**config.mk**
```make
export PLATFORM = sky130hd
export DESIGN_NAME = ps2_tx
export DESIGN_NICKNAME = d
export VERILOG_FILES = /design/src/rtl/ps2_tx.sv
export SDC_FILE = /design/constraint.sdc
export NUM_CORES = 1
export LEC_CHECK = 0
export BUFFER_PORTS_ARGS = -buffer_cell sky130_fd_sc_hd__buf_2
export CAP_MARGIN = 20
export CORE_MARGIN = 3
export CORE_UTILIZATION = 60
export DETAILED_ROUTE_END_ITERATION = 6
export GPL_TIMING_DRIVEN = 0
export HOLD_SLACK_MARGIN = 0.08
export PLACE_DENSITY = 0.8
export SLEW_MARGIN = 5
export SYNTH_ARGS = -nofsm -noshare
export SYNTH_HDL_FRONTEND = slang
export SYNTH_SLANG_ARGS = --single-unit
export TNS_END_PERCENT = 20
```
**constraint.sdc**
```tcl
create_clock -name clock_fpga -period 2.3 [get_ports clock_fpga]
set_input_delay 0.575 -clock clock_fpga [delete_from_list [all_inputs] [get_ports clock_fpga]]
set_output_delay 0.575 -clock clock_fpga [all_outputs]
set_load 0.01 [all_outputs]
```
**src/rtl/ps2_tx.sv**
```systemverilog
// PS/2 host-to-device transmitter.
// Sends one command byte to a PS/2 device over the open-drain clock/data pair. The pins are
// driven through active-high pull-low enables, and all timing is taken from clock_fpga. The
// device-generated keyboard clock and data are resynchronised before use.
module ps2_tx #(
   parameter int unsigned INHIBIT_CYCLES = 5000,
   parameter int unsigned TIMEOUT_CYCLES = 1000000,
   parameter int unsigned SYNC_STAGES    = 2
) (
   input  logic       clock_fpga,
   input  logic       reset,
   input  logic       clock_key,
   input  logic       data_key,
   input  logic [7:0] data_in,
   input  logic       start,
   output logic       busy,
   output logic       done,
   output logic       error,
   output logic       clock_key_oe,
   output logic       data_key_oe
);

   // One counter serves both the inhibit hold and the frame timeout, so size it for the larger.
   localparam int unsigned MaxCount = (TIMEOUT_CYCLES > INHIBIT_CYCLES) ? TIMEOUT_CYCLES
                                                                          : INHIBIT_CYCLES;
   localparam int unsigned TimerW   = $clog2(MaxCount + 1);

   localparam logic [TimerW-1:0] InhibitLast = TimerW'(INHIBIT_CYCLES - 1);
   localparam logic [TimerW-1:0] TimeoutLast = TimerW'(TIMEOUT_CYCLES - 1);

   // Frame is {stop, parity, data[7:0], start}; bit 0 is the bit currently on the wire.
   localparam int unsigned FrameW   = 11;

   // Falling edges seen in SEND before the stop bit is on the wire.
   localparam logic [3:0] LastSendFe = 4'd9;

   typedef enum logic [2:0] {
      StIdle,
      StInhibit,
      StReq,
      StSend,
      StAck,
      StWaitIdle
   } state_e;

   state_e              state_q, state_d;
   logic [TimerW-1:0]   timer_q, timer_d;
   logic [3:0]          bit_cnt_q, bit_cnt_d;
   logic [FrameW-1:0]   shift_q, shift_d;
   logic                done_q, done_d;
   logic                error_q, error_d;

   logic [SYNC_STAGES-1:0] clk_sync_q;
   logic [SYNC_STAGES-1:0] dat_sync_q;
   logic                   clk_prev_q;
   logic                   clk_s;
   logic                   dat_s;
   logic                   fe;

   // Synchronise the keyboard lines; reset to 1 (released bus) so no false edge follows reset.
   always_ff @(posedge clock_fpga or negedge reset) begin
      if (!reset) begin
         clk_sync_q <= '1;
         dat_sync_q <= '1;
      end else begin
         clk_sync_q[0] <= clock_key;
         dat_sync_q[0] <= data_key;
         for (int i = 1; i < SYNC_STAGES; i++) begin
            clk_sync_q[i] <= clk_sync_q[i-1];
            dat_sync_q[i] <= dat_sync_q[i-1];
         end
      end
   end

   assign clk_s = clk_sync_q[SYNC_STAGES-1];
   assign dat_s = dat_sync_q[SYNC_STAGES-1];

   // Remember the previous synced clock to form a one-cycle falling-edge strobe.
   always_ff @(posedge clock_fpga or negedge reset) begin
      if (!reset) begin
         clk_prev_q <= 1'b1;
      end else begin
         clk_prev_q <= clk_s;
      end
   end

   assign fe = clk_prev_q & ~clk_s;

   // State, counters, frame shifter and the registered done/error pulses.
   always_ff @(posedge clock_fpga or negedge reset) begin
      if (!reset) begin
         state_q   <= StIdle;
         timer_q   <= '0;
         bit_cnt_q <= '0;
         shift_q   <= '0;
         done_q    <= 1'b0;
         error_q   <= 1'b0;
      end else begin
         state_q   <= state_d;
         timer_q   <= timer_d;
         bit_cnt_q <= bit_cnt_d;
         shift_q   <= shift_d;
         done_q    <= done_d;
         error_q   <= error_d;
      end
   end

   // Next-state logic: request-to-send, bit shifting on device clock edges, ACK and timeout.
   always_comb begin
      state_d   = state_q;
      timer_d   = timer_q;
      bit_cnt_d = bit_cnt_q;
      shift_d   = shift_q;
      done_d    = 1'b0;
      error_d   = 1'b0;

      unique case (state_q)
         StIdle: begin
            if (start) begin
               state_d   = StInhibit;
               timer_d   = '0;
               bit_cnt_d = '0;
               shift_d   = {1'b1, ~^data_in, data_in, 1'b0};
            end
         end

         StInhibit: begin
            if (timer_q == InhibitLast) begin
               state_d = StReq;
               timer_d = '0;
            end else begin
               timer_d = timer_q + 1'b1;
            end
         end

         StReq: begin
            state_d = StSend;
            timer_d = '0;
         end

         StSend, StAck, StWaitIdle: begin
            // Timeout wins over any edge or ACK seen in the same cycle.
            if (timer_q == TimeoutLast) begin
               state_d = StIdle;
               error_d = 1'b1;
            end else begin
               timer_d = timer_q + 1'b1;
               if (state_q == StSend) begin
                  if (fe) begin
                     shift_d   = {1'b1, shift_q[FrameW-1:1]};
                     bit_cnt_d = bit_cnt_q + 4'd1;
                     if (bit_cnt_q == LastSendFe) begin
                        state_d = StAck;
                     end
                  end
               end else if (state_q == StAck) begin
                  if (fe) begin
                     if (dat_s) begin
                        state_d = StIdle;
                        error_d = 1'b1;
                     end else begin
                        state_d = StWaitIdle;
                     end
                  end
               end else begin
                  if (clk_s && dat_s) begin
                     state_d = StIdle;
                     done_d  = 1'b1;
                  end
               end
            end
         end

         default: begin
            state_d = StIdle;
         end
      endcase
   end

   // Pin enables come straight from state so an async reset releases the bus at once.
   always_comb begin
      busy         = (state_q != StIdle);
      clock_key_oe = (state_q == StInhibit) || (state_q == StReq);
      data_key_oe  = (state_q == StReq) || ((state_q == StSend) && !shift_q[0]);
      done         = done_q;
      error        = error_q;
   end

endmodule
```
After elaboration in Yosys (flattened, before gate mapping)
Index checks and enable logic that the tools add are counted.
Widths: inputs -> output; s select.
{"block": "classes", "n_addsub": 2, "eq_ne": 17, "n_mux": 36, "bitwise_logic": 2, "n_reduce_logical": 14}
{"operator": "$pmux 20 s4", "n": 1}
{"operator": "$mux 20", "n": 3}
{"operator": "$mux 11", "n": 4}
{"operator": "$mux 3", "n": 10}
{"operator": "$pmux 11 s2", "n": 1}
{"operator": "$add 20x1->20 const B", "n": 1}
{"operator": "$eq 20x13->1 const B", "n": 1}
{"operator": "$eq 20x20->1 const B", "n": 1}
{"operator": "$mux 4", "n": 4}
{"operator": "$ne 4x4->1 const B", "n": 3}
{"operator": "$pmux 3 s4", "n": 1}
{"operator": "$mux 1", "n": 11}
{"operator": "$ne 2x2->1 const B", "n": 5}
{"operator": "$pmux 4 s2", "n": 1}
{"operator": "$reduce_xnor 8->1", "n": 1}
{"operator": "$eq 3x2->1 const B", "n": 2}
{"operator": "$eq 3x3->1 const B", "n": 2}
{"operator": "$reduce_and 6->1", "n": 1}
{"operator": "$ne 5x5->1 const B", "n": 1}
{"operator": "$reduce_and 5->1", "n": 1}
{"operator": "$add 4x1->4 const B", "n": 1}
{"operator": "$eq 4x4->1 const B", "n": 1}
{"operator": "$reduce_bool 4->1", "n": 1}
{"operator": "$eq 3x1->1 const B", "n": 1}
{"operator": "10 further kinds", "n": 12}
{"block": "word_totals", "regBits": 45, "in_bits": 13, "out_inout_bits": 5, "elab_cells": 80}

Longest topological paths before layout
Gate-level depths: netlist of run 1.
{"block": "logic_depth", "depth_word": 7, "ltp_mapped": 10, "ltp_nobuf": 8}

Least setup slack after synthesis of run 1
Ideal clock, no wire load.
{"block": "synth_path", "path_type": "register -> register", "from": "register timer_q[0]", "to": "register state_q[1]", "setup_ns": 0.125, "arrival_time_ns": 1.820, "required_time_ns": 2.175, "path_slack_ns": 0.355, "stages_incl_launch_ff": 9, "n_path_buf": 2, "synth_period_minus_slack_ns": 1.945, "path_cell_list": "dfrtp_1 -> ha_1 -> and3_1 -> nor2b_1 -> buf_4 -> and3_1 -> buf_6 -> o22ai_4 -> mux2_4"}
{"block": "synth_between", "elab_chain_len": 3, "elab_cells_between_ends": 10, "cone_classes": "eq/ne (7); mux (2); reduce/logical (1)"}
{"element": "start: declaration", "line_no": "47", "text": "logic [TimerW-1:0] timer_q, timer_d;"}
{"element": "start signal: assignment", "line_no": "100", "text": "timer_q <= timer_d;"}
{"element": "$eq 20x20->1 / $eq 20x13->1 (equally long branches)", "line_no": "143, 128"}
{"element": "$ne 5x5->1 (no line), or another cell as far along"}
{"element": "$reduce_and 6->1 (no line) / $pmux 3 s4 (equally long branches)"}
{"element": "end signal: assignment", "line_no": "92", "text": "state_q <= StIdle;"}
{"element": "end signal: assignment", "line_no": "99", "text": "state_q <= state_d;"}
{"element": "end: declaration", "line_no": "46", "text": "state_e state_q, state_d;"}
Several ways; a longest one is shown, not always the timed one.
A chain may end at the register's enable or synchronous reset.

Worst setup path after layout of run 1
{"block": "layout_path", "from": "register state_q[1]", "to": "output busy"}
{"block": "layout_between", "elab_chain_len": 1}
{"element": "$reduce_bool 3->1", "line_no": "182", "text": "busy = (state_q != StIdle);"}
{"element": "end: declaration", "line_no": "16", "text": "output logic busy,"}
No other way between the ends.

==> results.json, run 1 <==
{
  "hold_path_class": "flip-flop to flip-flop",
  "status": "finished clean",
  "place_congestion": 0.856,
  "die_width_um": 71.5,
  "finalHoldViolations": 0,
  "clock-sinks": 45,
  "start_util": 0.635,
  "ys_warn_count": 0,
  "antenna_left": 0,
  "reg2regPathDepth": 8,
  "grt_max_degree": 46,
  "crit-reg2reg-launch": "timer_q[0]",
  "dpl-instance-area_um2": 2720,
  "drc": 0,
  "drt-pass1-iter-count": 4,
  "synth_top_area_cell": "dfrtp_1",
  "tightest_slew_ns": 0.974,
  "fin_worst_skew_ns": 0.0106,
  "htreeDepth": 2,
  "core_um2": 4060,
  "num_vias": 1962,
  "clk-insertion-delay-late_ns": 0.30,
  "stdcell_area_um2": 2810,
  "antenna_found_initial": 0,
  "powerDensity_nw_per_um2": 1140,
  "post-dp-hpwl_um": 3550,
  "clkTransAtPathRegs_ns": 0.08,
  "drive_gt1_frac": 0.216,
  "grt_first_pass_wirelength_um": 9000,
  "cts_hold_buf": 0,
  "cp-end-kind": "primary output",
  "finalWorstSetupSlack_ns": 0.0466,
  "place_ws_ns": 0.0981,
  "grtUsageTotal": 0.223,
  "finalCritPeriodShare": 0.980,
  "reg2reg_setup_slack_ns": 0.21,
  "drv_slew": 0,
  "instances_no_fill": 332,
  "critPathKind": "flip-flop to primary output",
  "peakVddDrop_mv": 0.459,
  "hold-path-cell-count": 0,
  "relSlewSlack": 0.350,
  "yosysUniqueCellTypes": 60,
  "row_count": 23,
  "cts_tree": "done",
  "ys_seq_elements": 45,
  "root_buffer": "clkbuf_8",
  "cap_viol_max_count": 0,
  "dieHeight_um": 71.5,
  "ios": 18,
  "diodes": 0,
  "routedWlPerCell_um": 15.1,
  "dp_cells": 324,
  "syn_inst": 257,
  "required_ns": 1.73,
  "yosysTopAreaCellShare": 0.389,
  "yosysSeqAreaShare": 0.440,
  "netlist_area_um2": 2570,
  "numCtsBuffers": 5,
  "synth_edf_count": 0,
  "min_to": "dat_sync_q[1]",
  "wl_um": 5010,
  "rsz0062_at_grt": "true",
  "postSynthAreaPerCell_um2": 10.0,
  "syn_to_final_growth_pct": 9.04,
  "ys.flop_type": "dfrtp_1",
  "synthArstFlopShare": 1.00,
  "port_buffers": 17,
  "nNetsFinal": 297,
  "clock.fmax_mhz": 444,
  "drt_first_iter_violations": 140,
  "multi_input_area_um2": 1310,
  "syn_nets": 273,
  "worstHoldStart": "dat_sync_q[0]",
  "grt_pass1_vias": 1944,
  "power.leakage_nw": 1.27,
  "vias_per_cell": 5.91,
  "grt_overflow": 0,
  "clockBufferDepth": 2,
  "synthTopCellsByArea": "dfrtp_1 39%, dfstp_2 5.1%, a2bb2oi_1 3.4%, nor2_1 3.4%, nand3_1 3.3%",
  "arrival_ns": 1.68,
  "regArea_um2": 1130,
  "die_area_um2": 5110,
  "fin_crit_ns": 2.25,
  "nFillCells": 316,
  "r2r-end": "state_q[1]",
  "critPathLaunchType": "flip-flop",
  "setup_viol": 0,
  "crit_fanout": 10
}
==> cell usage after synthesis (2+ instances only) <==
library cell,instances
dfrtp_1,40
nor2_1,23
nand2_1,20
nand3_1,17
o21ai_0,12
a2bb2oi_1,10
o22ai_1,9
xnor2_1,9
a21o_1,8
and3_1,7
xor2_1,7
buf_6,6
nor3_1,6
a21oi_1,5
dfstp_2,5
inv_1,5
a22o_1,4
nand2b_1,4
nor4_1,4
clkbuf_1,3
ha_1,3
nor2b_1,3
a31oi_1,2
and2_1,2
and4_1,2
buf_4,2
nand3_2,2
nor3b_1,2
o21ai_2,2
o31ai_1,2
or3_1,2
==> worst max-delay path by stage <==
stage,start,endpoint,cells after the start
finish,state_q[1],busy,5
global placement,timer_q[0],timer_q[18],7
floorplan,timer_q[0],state_q[1],8
detailed placement,timer_q[0],timer_q[15],7
global route,state_q[1],busy,5
CTS,state_q[1],busy,5
==> sequential cells by signal, summed over array words and instances, names as in the netlist <==
name,count
timer_q,20
state_q,3
clk_prev_q,1
clk_sync_q,2
dat_sync_q,2
shift_q,11
done,1
bit_cnt_q,4
error,1
==> metal layers <==
layer / up-vias / track usage / wire length (um) / part of all wire
li1: 981 / - / - / -
met1: 944 / 0.292 / 2340 / 0.47
met2: 28 / 0.360 / 2410 / 0.48
met3: 9 / 0.0421 / 163 / 0.033
met4: 0 / 0.100 / 90 / 0.018
met5: - / 0 / 0 / 0
==> cells by family (layout without fill, tap and decap cells) <==
kind of cell    after synthesis  in the layout  synth area share
flops                        45             45             0.440
simple gates                108            108             0.240
xor+xnor                     16             16            0.0544
compound gates               65             65             0.190
mux                           2              2           0.00972
fa+ha+maj                     3              3            0.0146
buf+inv                      18             43            0.0510
==> placed cells by master, fill, tap and decap left out, types with 5 or more instances in the layout <==
cell type,count
buf_6,6
clkbuf_8,6
nand2_1,20
buf_2,18
dfrtp_1,40
xor2_1,7
a21o_1,8
inv_1,5
o22ai_1,9
nor3_1,6
nor2_1,22
dfstp_2,5
o21ai_0,12
xnor2_1,9
and3_1,7
nand3_1,17
a2bb2oi_1,10
a21oi_1,5
==> final cells by class <==
type / count / share of cell area
clock inverters: 2 / 0.00357
multi-input cells: 194 / 0.468
clock buffers: 6 / 0.0258
well taps: 50 / 0.0223
plain buffers: 13 / 0.0401
repair buffers: 17 / 0.0303
flip-flops and latches: 45 / 0.403
inverters: 5 / 0.00668
==> stage by stage <==
stage | power (mW) | TNS (ns) | hold slack [ns] | utilization
5_1_grt | 3.45 | -0.0770 | 0.351 | 0.692
4_1_cts | 3.20 | 0 | 0.360 | 0.691
6_report | 3.19 | 0 | 0.357 | 0.692
3_5_place_dp | 2.73 | 0 | 0.349 | 0.671
2_1_floorplan | 2.38 | 0 | 0.279 | -
3_3_place_gp | 2.69 | 0 | 0.346 | 0.671
==> power breakdown <==
| part | total [mW] | leakage [nW] | switching (mW) | internal, mW |
|---|---|---|---|---|
| registers | 1.08 | 0.567 | 0.122 | 0.958 |
| clock network | 0.479 | 0.0450 | 0.268 | 0.211 |
| logic | 1.63 | 0.656 | 0.892 | 0.742 |
==> worst max-delay path, cell delays in order (launching register included) <==
cell and delay (ns):
dfrtp_1 0.44, buf_6 0.17, nor2_1 0.07, nand2_1 0.11, clkbuf_1 0.37, buf_2 0.21
==> timing repair <==
action / in CTS / in global routing
setup endpoints to repair: 0 / 9
setup buffers: 0 / 0
gates resized for setup: 0 / 1
(Power assumes the default switching activity.)
==> run 2, diff against run 1 <==
CORE_UTILIZATION = 54   (was 60)
PLACE_DENSITY = 0.76   (was 0.8)
clock period = 1.9 ns   (was 2.3 ns; I/O delays follow)
==> run 2 against run 1 <==
The flow now finishes with violations (setup timing). Design area is 6.9% higher. Sequential share of layout area shrank 2.5 points. Critical path depth is 4 higher. First-iteration DRC count fell by 31%. Combinational power up 40%. Global-route usage is 1.1 points lower. Clock skew is 0.00095 ns higher. Via count rose by 6.3%. Flip-flop and latch count did not move. Critical path type is now flip-flop to flip-flop.
==> results.json, run 2 (same netlist as run 1, synthesis figures left out) <==
{
  "finalCritPeriodShare": 1.03,
  "wl_um": 5520,
  "final_common_cell": "dfrtp_1",
  "cp-end-kind": "flip-flop",
  "critPathLaunchType": "flip-flop",
  "swShare": 0.404,
  "p_int_mw": 2.48,
  "worstPathCellList": "ha_2 -> and4bb_1 -> nand3_2 -> o31ai_4 -> and2_4 -> buf_6 -> buf_4 -> nor3_1 -> a21o_1",
  "ios": 18,
  "syn_to_final_growth_pct": 16.6,
  "rsz0062_at_grt": "true",
  "peakVddDrop_mv": 0.708,
  "critPathKind": "flip-flop to flip-flop",
  "drc": 0,
  "power.leakage_nw": 1.34,
  "diodes": 0,
  "crit_buf_inv": 2,
  "hold_path_class": "input port to flip-flop",
  "regMostFlops": "timer_q",
  "routedWlPerCell_um": 16.1,
  "combPwrFrac": 0.549,
  "start_util": 0.576,
  "p_sw_mw": 1.69,
  "port_buffers": 17,
  "drive_gt1_frac": 0.309,
  "slowest_stage": "dfrtp_1",
  "cts_tree": "done",
  "htreeDepth": 2,
  "grt_overflow": 0,
  "cap_viol_max_count": 0,
  "vias_per_cell": 6.08,
  "fin_worst_skew_ns": 0.0115,
  "instances_no_fill": 343,
  "violations": "setup timing",
  "drv_slew": 0,
  "grt_max_degree": 46,
  "drt-pass1-iter-count": 4,
  "numCtsBuffers": 5,
  "crit_fanout": 8,
  "reg_top3": "timer_q (20), shift_q (11), bit_cnt_q (4)",
  "finalWorstSetupSlack_ns": -0.0612,
  "pwr-share-clk": 0.139,
  "dp_cells": 326,
  "slowest_delay_ns": 0.37,
  "clk-insertion-delay-late_ns": 0.30,
  "layout_common_cells": "37 x dfrtp_1, 21 x nor2_1, 18 x buf_2",
  "clock.fmax_mhz": 510,
  "clock-sinks": 45,
  "fin_hold_ws_ns": 0.263,
  "seqPwrFrac": 0.312,
  "root_buffer": "clkbuf_8",
  "clockBufferDepth": 2,
  "post-dp-hpwl_um": 3680,
  "grt_pass1_vias": 2045,
  "relSlewSlack": 0.351,
  "drt_first_iter_violations": 97,
  "nNetsFinal": 306,
  "antenna_found_initial": 0,
  "cp_top_family": "simple AND/OR/NAND/NOR gates",
  "row_count": 24,
  "num_vias": 2086,
  "powerDensity_nw_per_um2": 1390,
  "cts_hold_buf": 0,
  "dieHeight_um": 75.1,
  "core_um2": 4470,
  "grt_first_pass_wirelength_um": 9260,
  "place_ws_ns": -0.249,
  "die_width_um": 75.1,
  "antenna_left": 0,
  "fin_crit_ns": 1.96,
  "grtUsageTotal": 0.212,
  "clkTransAtPathRegs_ns": 0.09,
  "required_ns": 2.09,
  "setup_viol": 11,
  "tightest_slew_ns": 0.973,
  "place_congestion": 0.813,
  "die_area_um2": 5630,
  "largest_register_ffs": 20,
  "arrival_ns": 2.15,
  "finalHoldViolations": 0,
  "status": "finished, violations left"
}
-- run 2: power by group through the flow --
stage / Combinational, mW / Clock, mW / Sequential (mW)
6_report: 2.29 / 0.581 / 1.30
3_3_place_gp: 1.94 / 0 / 1.32
5_1_grt: 2.49 / 0.642 / 1.32
3_5_place_dp: 1.98 / 0 / 1.33
4_1_cts: 2.16 / 0.600 / 1.29
2_1_floorplan: 1.59 / 0 / 1.29
-- run 2: layout make-up --
type / instances / area (um2)
buffer: 12 / 123
clock buffer: 6 / 72.6
clock inverter: 2 / 10.0
fill: 336 / 1470
inverter: 5 / 18.8
multi-input combinational: 194 / 1420
sequential: 45 / 1140
tap: 52 / 65.1
timing repair buffer: 27 / 160
-- run 2: timing repair --
action | in CTS | in global routing
pin swaps | 6 | 6
resized for setup | 16 | 17
buffers inserted | 8 | 1
endpoints found under the setup margin | 34 | 36
cloned | 1 | 0
-- run 2: per-layer routing --
layer	vias up	GRT usage	share of wire
met1	1039	0.272	0.45
met2	40	0.357	0.51
met5	-	0	0
met3	11	0.0401	0.026
met4	0	0.0751	0.018
li1	996	-	-
-- run 2: metrics by stage --
step           utilization  setup TNS [ns]  total power [mW]  instance area, um2
3_5_place_dp         0.611           -3.29              3.31                2730
6_report             0.671          -0.405              4.17                3000
3_3_place_gp         0.611           -2.90              3.26                2730
2_1_floorplan            -               0              2.88                2580
4_1_cts              0.655               0              4.06                2930
5_1_grt              0.671           -2.01              4.46                3000
-- run 2: path summary, 6_finish.rpt --
kind | from | endpoint | slack [ns] | cells after the start
worst max register to register | timer_q[1] | timer_q[12] | -0.06 | 9
min in group asynchronous | reset | state_q[2] | 0.33 | 1
max in group asynchronous | reset | timer_q[17] | 0.90 | 1
worst min-delay path | clock_key | clk_sync_q[0] | 0.26 | 1
worst min register to register | clk_sync_q[0] | clk_sync_q[1] | 0.36 | 0
worst max-delay path | timer_q[1] | timer_q[12] | -0.06 | 9
-- run 2: worst reg2reg max path, cell delays in order, from the launching register on --
cell and delay [ns]:
dfrtp_1 0.37, ha_2 0.20, and4bb_1 0.22, nand3_2 0.12
o31ai_4 0.27, and2_4 0.18, buf_6 0.12, buf_4 0.15
nor3_1 0.06, a21o_1 0.16
==> run 3, diff against run 2 <==
CORE_UTILIZATION = 56   (was 54)
CTS_BUF_LIST = sky130_fd_sc_hd__clkbuf_8   (was unset)
PLACE_DENSITY = 0.86   (was 0.76)
==> run 3 against run 2 <==
The run still ends with setup timing left. Clock-buffer cell count rose by 1. First-iteration DRC count fell by 2.1%. Routed wire length fell by 1.1%. Critical path depth fell by 1. Hold slack got worse by 0.15 ns. Core utilization rose by 1.4 points. Flip-flop and latch count did not move. Die area fell by 3.3%. Total power rose by 0.51%. Sequential power barely moved. Design area barely moved. Via count rose by 0.86%. Critical endpoint is now shift_q[6]. Largest power group unchanged.
==> results.json, run 3 (same netlist as run 1, synthesis figures left out) <==
{
  "required_ns": 2.09,
  "numCtsBuffers": 5,
  "start_util": 0.587,
  "finalHoldViolations": 0,
  "crit_buf_inv": 1,
  "syn_to_final_growth_pct": 16.6,
  "critPathLaunchType": "flip-flop",
  "routedWlPerCell_um": 15.8,
  "htreeDepth": 2,
  "violations": "setup timing",
  "reg2regPathDepth": 8,
  "grt_pass1_vias": 1958,
  "root_buffer": "clkbuf_8",
  "stdcell_area_um2": 3000,
  "post-dp-hpwl_um": 3580,
  "nFillCells": 313,
  "antenna_found_initial": 0,
  "power.leakage_nw": 1.35,
  "status": "finished, violations left",
  "num_vias": 2104,
  "dieHeight_um": 73.8,
  "cp-end-kind": "flip-flop",
  "fin_hold_ws_ns": 0.111,
  "relSlewSlack": 0.616,
  "total_power_mw": 4.19,
  "reg2reg_setup_slack_ns": -0.04,
  "clock-sinks": 45,
  "r2r-end": "shift_q[6]",
  "slowest_delay_ns": 0.38,
  "finalWorstSetupSlack_ns": -0.0417,
  "core_um2": 4380,
  "powerDensity_nw_per_um2": 1400,
  "port_buffers": 17,
  "drt_first_iter_violations": 95,
  "peakVddDrop_mv": 0.772,
  "dp_cells": 326,
  "place_congestion": 0.796,
  "worstPathCellList": "ha_2 -> and3_4 -> nor2b_4 -> nand3_2 -> o21ai_2 -> a21oi_2 -> buf_6 -> a2bb2oi_1",
  "row_count": 24,
  "layout_common_cells": "39 x dfrtp_1, 20 x nor2_1, 19 x nand2_1",
  "ios": 18,
  "hold_path_class": "input port to asynchronous set/reset pin",
  "slowest_stage": "dfrtp_1",
  "largest_register_ffs": 20,
  "drv_slew": 0,
  "final_common_cell": "dfrtp_1",
  "dpl-instance-area_um2": 2730,
  "drt-pass1-iter-count": 4,
  "grt_max_degree": 46,
  "grt_first_pass_wirelength_um": 8930,
  "setup_viol": 15,
  "clkTransAtPathRegs_ns": 0.09,
  "regMostFlops": "timer_q",
  "reg_top3": "timer_q (20), shift_q (11), bit_cnt_q (4)",
  "place_ws_ns": -0.245,
  "crit_fanout": 10,
  "crit-reg2reg-launch": "timer_q[0]",
  "drc": 0,
  "die_width_um": 73.8,
  "fin_worst_skew_ns": 0.00476,
  "fin_crit_ns": 1.94,
  "die_area_um2": 5450,
  "rsz0062_at_grt": "true",
  "grt_overflow": 0,
  "finalCritPeriodShare": 1.02,
  "diodes": 0,
  "wl_um": 5460,
  "instances_no_fill": 345,
  "cts_tree": "done",
  "critPathKind": "flip-flop to flip-flop",
  "vias_per_cell": 6.10,
  "drive_gt1_frac": 0.287,
  "antenna_left": 0,
  "clock.fmax_mhz": 515,
  "nNetsFinal": 308,
  "grtUsageTotal": 0.212,
  "arrival_ns": 2.13,
  "cap_viol_max_count": 0,
  "tightest_slew_ns": 0.571,
  "cp_top_family": "simple AND/OR/NAND/NOR gates",
  "clockBufferDepth": 2,
  "clk-insertion-delay-late_ns": 0.30
}
run 3: changes by cell type in the layout (fill, tap and decap cells not counted), moves of 2 or more:
| cell | change |
|---|---|
| clkbuf_2 | -2 |
| clkbuf_8 | +2 |
| dfrtp_1 | +2 |
| dfrtp_2 | -2 |
| nand2_1 | +2 |
| nand2_2 | -2 |
| nor2_2 | +2 |
| nor4_1 | +3 |
| nor4_2 | -2 |
run 3: layer usage:
| metal | global-route usage | up-vias | part of all wire |
|---|---|---|---|
| met5 | 0 | - | 0 |
| met4 | 0.0805 | 0 | 0.018 |
| met3 | 0.0465 | 12 | 0.042 |
| met2 | 0.357 | 50 | 0.50 |
| met1 | 0.264 | 1038 | 0.44 |
| li1 | - | 1004 | - |
run 3: worst reg2reg max path, stage by stage, from the launching register on:
cell       delay, ns
dfrtp_1         0.38
ha_2            0.21
and3_4          0.20
nor2b_4         0.29
nand3_2         0.16
o21ai_2         0.21
a21oi_2         0.08
buf_6           0.17
a2bb2oi_1       0.13
run 3: stage by stage:
stage | utilization | TNS (ns)
5_1_grt | 0.685 | -3.50
6_report | 0.685 | -0.442
3_5_place_dp | 0.623 | -3.50
3_3_place_gp | 0.623 | -2.26
4_1_cts | 0.669 | -0.0376
2_1_floorplan | - | 0
run 3: worst max path at each step:
stage / startpoint / end / slack [ns] / depth (start not counted)
finish: timer_q[0] / shift_q[6] / -0.04 / 8
global route: timer_q[0] / timer_q[10] / -0.14 / 7
floorplan: timer_q[0] / state_q[1] / 0.01 / 8
global placement: timer_q[0] / timer_q[11] / -0.21 / 7
CTS: timer_q[0] / state_q[1] / -0.009 / 7
detailed placement: timer_q[0] / timer_q[11] / -0.24 / 7
run 3: cell type report:
class,count,area [um2],area share
Multi-Input combinational cell,194,1370,0.456
Sequential cell,45,1130,0.378
Timing Repair Buffer,29,194,0.0646
Buffer,12,120,0.0400
Clock buffer,7,96.3,0.0321
Tap cell,52,65.1,0.0217
Inverter,5,18.8,0.00625
Clock inverter,1,5.00,0.00167
run 3: power breakdown:
| group | leakage [nW] | switching [mW] | internal (mW) | total (mW) |
|---|---|---|---|---|
| Combinational | 0.731 | 1.17 | 1.06 | 2.23 |
| Sequential | 0.566 | 0.136 | 1.16 | 1.30 |
| Clock | 0.0542 | 0.333 | 0.329 | 0.662 |
| Total | 1.35 | 1.64 | 2.55 | 4.19 |
run 3: timing repair:
item | CTS | global route
pin swaps | 7 | 2
setup buffers | 6 | 4
hold buffers | 0 | 0
gates cloned | 1 | 0
gates resized for setup | 15 | 7
endpoints found under the setup margin | 34 | 36
